`config.mk`:
```
export PLATFORM = sky130hd
export DESIGN_NAME = csr_ctrl
export DESIGN_NICKNAME = d
export VERILOG_FILES = /design/src/rtl/csr_ctrl.sv
export SDC_FILE = /design/constraint.sdc
export NUM_CORES = 1
export LEC_CHECK = 0
export CORE_AREA = 2 2 171 173
export DETAILED_ROUTE_END_ITERATION = 10
export DIE_AREA = 0 0 173 175
export PLACE_DENSITY = 0.46
export SLEW_MARGIN = 10
export SYNTH_ARGS = -nofsm -noshare
export SYNTH_HDL_FRONTEND = slang
export SYNTH_SLANG_ARGS = --single-unit
export TNS_END_PERCENT = 30
```
`constraint.sdc`:
```
create_clock -name clk -period 3.3 [get_ports clk]
set_input_delay 0.33 -clock clk [delete_from_list [all_inputs] [get_ports clk]]
set_output_delay 0.33 -clock clk [all_outputs]
set_load 0.02 [all_outputs]
```
`src/rtl/csr_ctrl.sv`:
```
// csr_ctrl -- writeback-stage CSR initiator and commit arbiter.
//
// Turns the retiring WB instruction into a CSR write/read request, and
// arbitrates interrupt > exception > ertn > CSR op into single-cycle
// commit pulses. Any interrupt, exception or ertn commit raises a held
// fetch redirect toward the exception entry or the return address.
//
// Ports
//   clk, rst          clock; asynchronous active-high reset
//   ws_*              retiring WB instruction (valid, pc, csr op/num,
//                     mask/data, upstream exception, ertn)
//   ws_csr_rdata      CSR read result to the regfile (= csr_rval)
//   csr_we/wnum/wmask/wval, csr_rnum, csr_rval
//                     CSR file write/read port
//   wb_exc/wb_ecode/wb_esubcode/wb_pc, ertn_flush
//                     exception / ertn commit pulses to the CSR file
//   has_int, exc_entry, exc_retaddr
//                     interrupt level and redirect targets from the CSR file
//   redir_valid/redir_pc/redir_ready
//                     fetch redirect handshake to IF
//
// Redirect handshake: redir_valid is raised by this block and stays high,
// with redir_pc unchanged, until the cycle in which redir_ready is also
// high; that cycle is the transfer, and redir_valid drops on the next edge.
// redir_ready has no effect while redir_valid is low.

module csr_ctrl (
    input  logic        clk,
    input  logic        rst,
    input  logic        ws_valid,
    input  logic [31:0] ws_pc,
    input  logic [1:0]  ws_csr_op,
    input  logic [13:0] ws_csr_num,
    input  logic [31:0] ws_rj_value,
    input  logic [31:0] ws_rd_value,
    input  logic        ws_exc,
    input  logic [5:0]  ws_ecode,
    input  logic [8:0]  ws_esubcode,
    input  logic        ws_ertn,
    output logic [31:0] ws_csr_rdata,
    output logic        csr_we,
    output logic [13:0] csr_wnum,
    output logic [31:0] csr_wmask,
    output logic [31:0] csr_wval,
    output logic [13:0] csr_rnum,
    input  logic [31:0] csr_rval,
    output logic        wb_exc,
    output logic [5:0]  wb_ecode,
    output logic [8:0]  wb_esubcode,
    output logic [31:0] wb_pc,
    output logic        ertn_flush,
    input  logic        has_int,
    input  logic [31:0] exc_entry,
    input  logic [31:0] exc_retaddr,
    output logic        redir_valid,
    output logic [31:0] redir_pc,
    input  logic        redir_ready
);

    localparam logic [1:0] OP_CSRWR   = 2'd2;
    localparam logic [1:0] OP_CSRXCHG = 2'd3;

    typedef enum logic [0:0] {
        S_IDLE  = 1'b0,
        S_REDIR = 1'b1
    } state_e;

    state_e      state_q, state_d;
    logic        int_q;
    logic [31:0] redir_pc_q, redir_pc_d;

    // Interrupt level is sampled one cycle late; this lag is what lets an
    // IE clear committed at T be seen as int_q=0 by T+2.
    always_ff @(posedge clk or posedge rst) begin
        if (rst) begin
            state_q    <= S_IDLE;
            int_q      <= 1'b0;
            redir_pc_q <= 32'h0;
        end else begin
            state_q    <= state_d;
            int_q      <= has_int;
            redir_pc_q <= redir_pc_d;
        end
    end

    // Read path is always live, so csrwr/csrxchg see the pre-write value.
    assign ws_csr_rdata = csr_rval;
    assign csr_rnum     = ws_csr_num;
    assign csr_wnum     = ws_csr_num;
    assign redir_valid  = (state_q == S_REDIR);
    assign redir_pc     = redir_pc_q;

    always_comb begin
        state_d     = state_q;
        redir_pc_d  = redir_pc_q;
        csr_we      = 1'b0;
        csr_wmask   = 32'h0;
        csr_wval    = 32'h0;
        wb_exc      = 1'b0;
        wb_ecode    = 6'h0;
        wb_esubcode = 9'h0;
        wb_pc       = 32'h0;
        ertn_flush  = 1'b0;

        case (state_q)
            S_IDLE: begin
                if (ws_valid) begin
                    if (int_q) begin
                        // Interrupt preempts the instruction: it does not commit.
                        wb_exc     = 1'b1;
                        wb_pc      = ws_pc;
                        redir_pc_d = exc_entry;
                        state_d    = S_REDIR;
                    end else if (ws_exc) begin
                        wb_exc      = 1'b1;
                        wb_ecode    = ws_ecode;
                        wb_esubcode = ws_esubcode;
                        wb_pc       = ws_pc;
                        redir_pc_d  = exc_entry;
                        state_d     = S_REDIR;
                    end else if (ws_ertn) begin
                        ertn_flush = 1'b1;
                        redir_pc_d = exc_retaddr;
                        state_d    = S_REDIR;
                    end else if (ws_csr_op == OP_CSRWR) begin
                        csr_we    = 1'b1;
                        csr_wmask = 32'hFFFF_FFFF;
                        csr_wval  = ws_rd_value;
                    end else if (ws_csr_op == OP_CSRXCHG) begin
                        csr_we    = 1'b1;
                        csr_wmask = ws_rj_value;
                        csr_wval  = ws_rd_value;
                    end
                end
            end
            S_REDIR: begin
                // Younger instructions reaching WB here are on the wrong
                // path, so every strobe stays low.
                if (redir_ready) begin
                    state_d = S_IDLE;
                end
            end
            default: state_d = S_IDLE;
        endcase
    end

endmodule

```
Word level (Yosys, flattened, before mapping)
Cells that the tools add are included.

word-level totals
  bits of input ports = 230
  output and inout bits = 207
  register bits = 34
  word-level logic and storage cells = 58

cells by class
  reduce and logical (&&, ||, !) cells = 2
  bitwise gates (word level) = 1
  equal/unequal tests = 2
  multiplexer cells = 50

operators by type and width
  cell                count
  $mux 32             21
  $mux 9              4
  $mux 6              4
  $mux 1              20
  $eq 2x2->1 const B  2
  $reduce_and 3->1    1
  $reduce_bool 3->1   1
  $pmux 1 s2          1
  $not 1->1           1

Depth between registers and ports, before layout
Gate-level depths: netlist (run 1).

  depth after elaboration = 8
  depth in mapped cells = 5
  depth with buffers taken out = 4

Worst setup path after synthesis (run 1)
Ideal clock, no wire load.

  kind = flip-flop to output port
  start point = register state_q, in the netlist redir_valid
  end point = output port csr_wval[22]
  arrival = 1518 ps
  stages on the path, launching flop included = 6
  buffers on the path = 1
  path slack = 1452 ps
  required time = 2970 ps
  path through = dfrtp_1 and2b_1 nand4b_2 inv_1 buf_2 and2_1

between the ends
  word-level cells in the longest chain between the ends = 1

ends and longest elaborated chain
  element                   RTL line  RTL
  start: declaration        68        state_e state_q, state_d;
  start signal: assignment  80        state_q <= state_d;
  $mux 32                   105       case (state_q)
  end: declaration          44        output logic [31:0] csr_wval,

Every way passes these cells.

Worst setup path in the final report (run 1)
  start point = register state_q, in the netlist redir_valid
  end point = output port csr_wval[27]

Same word-level chain as after synthesis.

==> results of run 1 <==
[critical path, stage by stage, from the launching register on]
cell and delay [ns]:
dfrtp_1 0.43, and2b_1 0.30, nand4b_2 0.34, inv_1 0.13, buf_4 0.27, and2_1 0.18, clkdlybuf4s50_1 0.60
[through the flow]
stage / util / total power [mW] / worst slack, ns / hold WS (ns) / std cells
global route: 0.2326 / 2.347 / 0.1783 / 0.4011 / 986
CTS: 0.2325 / 2.276 / 0.2885 / 0.3589 / 985
finish: 0.2326 / 2.224 / 0.4002 / 0.3388 / 986
global placement: 0.2257 / 1.614 / 0.3256 / 0.4883 / 977
floorplan: - / 1.121 / 1.452 / 0.3614 / 332
detailed placement: 0.2257 / 1.613 / 0.3323 / 0.4933 / 977
[kinds of logic after synthesis]
logic type	count (synthesis)	share of synthesized area
simple gates	86	0.1774
buf+inv	114	0.2224
compound gates	34	0.05993
mux	64	0.2667
flops	34	0.2735
[per-layer routing]
metal	track usage	up-vias
met5	0	-
met4	0.04131	0
met2	0.1533	166
met1	0.1065	1395
li1	-	1532
met3	0.02894	49
[synth_stat cells]
| cell type | number |
|---|---|
| a21oi_1 | 32 |
| and2_1 | 79 |
| nor2_1 | 1 |
| buf_2 | 2 |
| clkbuf_2 | 2 |
| dfrtp_1 | 34 |
| buf_4 | 63 |
| nand4b_2 | 1 |
| nand2b_1 | 1 |
| clkbuf_1 | 9 |
| mux2_2 | 35 |
| inv_1 | 35 |
| and3_1 | 1 |
| nor3b_1 | 1 |
| o31ai_4 | 1 |
| and2b_1 | 1 |
| nor2_4 | 1 |
| mux2_4 | 29 |
| o21ai_0 | 1 |
| buf_6 | 3 |
[power by group through the flow]
stage                     sequential [mW]  combinational [mW]  clock (mW)
after floorplan                     0.722               0.400           0
after global placement              0.586                1.03           0
after detailed placement            0.589                1.02           0
after CTS                           0.583                1.03       0.664
final                               0.581                1.01       0.634
after global routing                0.597                1.07       0.683
[path summary, 6_finish.rpt]
path / start / cells past startpoint / end
worst max-delay path: redir_valid / 6 / csr_wval[27]
worst min-delay path: rst / 2 / redir_pc[17]
worst max register to register: int_q / 5 / redir_pc[24]
worst min register to register: redir_pc[0] / 1 / redir_pc[0]
max in group asynchronous: rst / 3 / redir_pc[27]
min in group clk: has_int / 1 / int_q
[flip-flops by register name (all words and copies together), names as in the netlist]
signal / count
int_q: 1
redir_pc: 32
redir_valid: 1
[final cells by class]
class,count,area (sq um),share of cell area
diodes,1,2.502,0.0003789
clock buffers,5,125.1,0.01894
clock inverters,3,68.82,0.01042
inverters,35,131.4,0.01989
multi-input cells,184,1568,0.2374
flip-flops and latches,34,850.8,0.1288
well taps,384,480.5,0.07274
repair buffers,340,3378,0.5115
==> reports/qor.csv, run 1 <==
stage,metric,value,unit
floorplan,core box area,28390,sq um
floorplan,Die Height,175,microns
power,switching share of power,0.3016,
placed_design,routability cong.,0.7285,
sta,period utilization,0.8787,
detailed_routing,met3 wire length,1.161,mm
placed_design,placed standard-cell area,6409,sq um
clock_tree,Clock Tree Buf Depth,2,
synthesis,"Seq/Total Area, Yosys",0.2735,
power,internal power,1.553,mW
power,PwrDens,336.7,nW/um^2
clock_tree,clk root buf,clkbuf_16,
sta,Final Hold Vio Count,0,
global_route,global-route wire length before repair,21.19,mm
clock_tree,Worst-Skew Late Latency,0.28,ns
worst_hold_path,Hold Crit Class,in -> async,
detailed_routing,Final ANT Viol Nets,0,
floorplan,die area,30280,sq um
sta,RSZ-0062 raised after global routing,false,
sta,Slew @ Worst Pin,0.7385,ns
cells_and_area,Fillers,3091,
critical_path,crit-path max FO,33,
clock_tree,clk sinks,34,
cells_and_area,# nets final,830,
detailed_routing,routed length per instance,14.77,microns
detailed_routing,First-pass DRT Iterations,4,
critical_path,startpoint types,flip-flop,
synthesis,synth top area cells,"dfrtp_1 (27%), and2_1 (16%), buf_4 (15%)",
floorplan,num rows,62,
clock_tree,CTS tree,yes,
global_route,GR Util All Layers,0.09141,
detailed_routing,DR vias/cell,3.187,
clock_tree,number of gates resized after cts,0,
power,leakage,2.660,nW
clock_tree,H-Tree Depth,2,
power,Flop pwr share,0.261,
detailed_routing,DRT iter0 DRCs,80,
power,Worst VDD drop,0.0002517,V
synthesis,Mean Syn Cell Area,9.369,sq um
critical_path,R2R Setup Slk,1.20,ns
cells_and_area,most frequent cells in the layout,"clkdlybuf4s50_1 (330), and2_1 (79), mux2_2 (35)",
clock_tree,"Reg clk slew, reported paths",0.06,ns
clock_tree,"Hold-fix buffers, CTS",0,
detailed_routing,DRC violations left,0,
placed_design,Port Buffers,330,
global_route,vias in the first global route,3466,
critical_path,Critical Path RT,2.97,ns
sta,setup_tns,0,ns
detailed_routing,WL final,14.57,mm
sta,Tmin final,2.900,ns
critical_path,crit path DAT,2.57,ns
detailed_routing,Post-Route M1 WL,5.824,mm
detailed_routing,routed vias,3142,
critical_path,Setup Crit Path Kind,reg -> out,
synthesis,synthesized area,3110,sq um
placed_design,hpwl dp,12.06,mm
synthesis,Yosys cell types,20,
global_route,grt total ovfl,0,
detailed_routing,DR top layer,met4,
sta,fmax,0.3448,GHz
floorplan,I/O pins,437,
global_route,initial antenna violation count,1,
synthesis,Yosys reg bits,34,
cells_and_area,Synth-to-Final Area Change,112.3,%
sta,Max transition margin,0.5061,
synthesis,YS warnings,0,
floorplan,initial core utilization,0.1096,
global_route,largest net degree at the start of global routing,34,
detailed_routing,Met2 Routed Length,7.064,mm
sta,max-slew violation count,0,
sta,Clock Skews,0.006915,ns
synthesis,Yosys top cell by area,dfrtp_1,
power,Net Sw Power,0.6706,mW
synthesis,area share of the largest cell type after synthesis,0.2735,
cells_and_area,fraction of layout cells with a size suffix above 1,0.1414,
clock_tree,clock buffer count from CTS,5,
status,status,completed,
synthesis,Cells after Synth,332,
cells_and_area,Final Instance Area,6605,sq um
sta,Setup Viol. Count Final,0,
cells_and_area,"most common cell after layout, fill and taps aside",clkdlybuf4s50_1,
power,clock network power share,0.285,
floorplan,DIE WIDTH,173,microns
critical_path,crit end category,primary output,
clock_tree,Post-CTS Setup Bufs,0,
synthesis,syn_nets,562,
power,power share of the combinational group,0.454,
run,max-cap check violation count,0,
No activity file was read; power rests on OpenSTA's default activity.
==> run 2: changes to the inputs <==
--- a/config.mk
+++ b/config.mk
@@ -8,6 +8,7 @@
 export CORE_AREA = 2 2 171 173
 export DETAILED_ROUTE_END_ITERATION = 10
 export DIE_AREA = 0 0 173 175
+export GPL_ROUTABILITY_DRIVEN = 1
 export PLACE_DENSITY = 0.46
 export SLEW_MARGIN = 10
 export SYNTH_ARGS = -nofsm -noshare
==> results of run 2 <==
The final DEF is identical to that of run 1; final timing and power are the same.
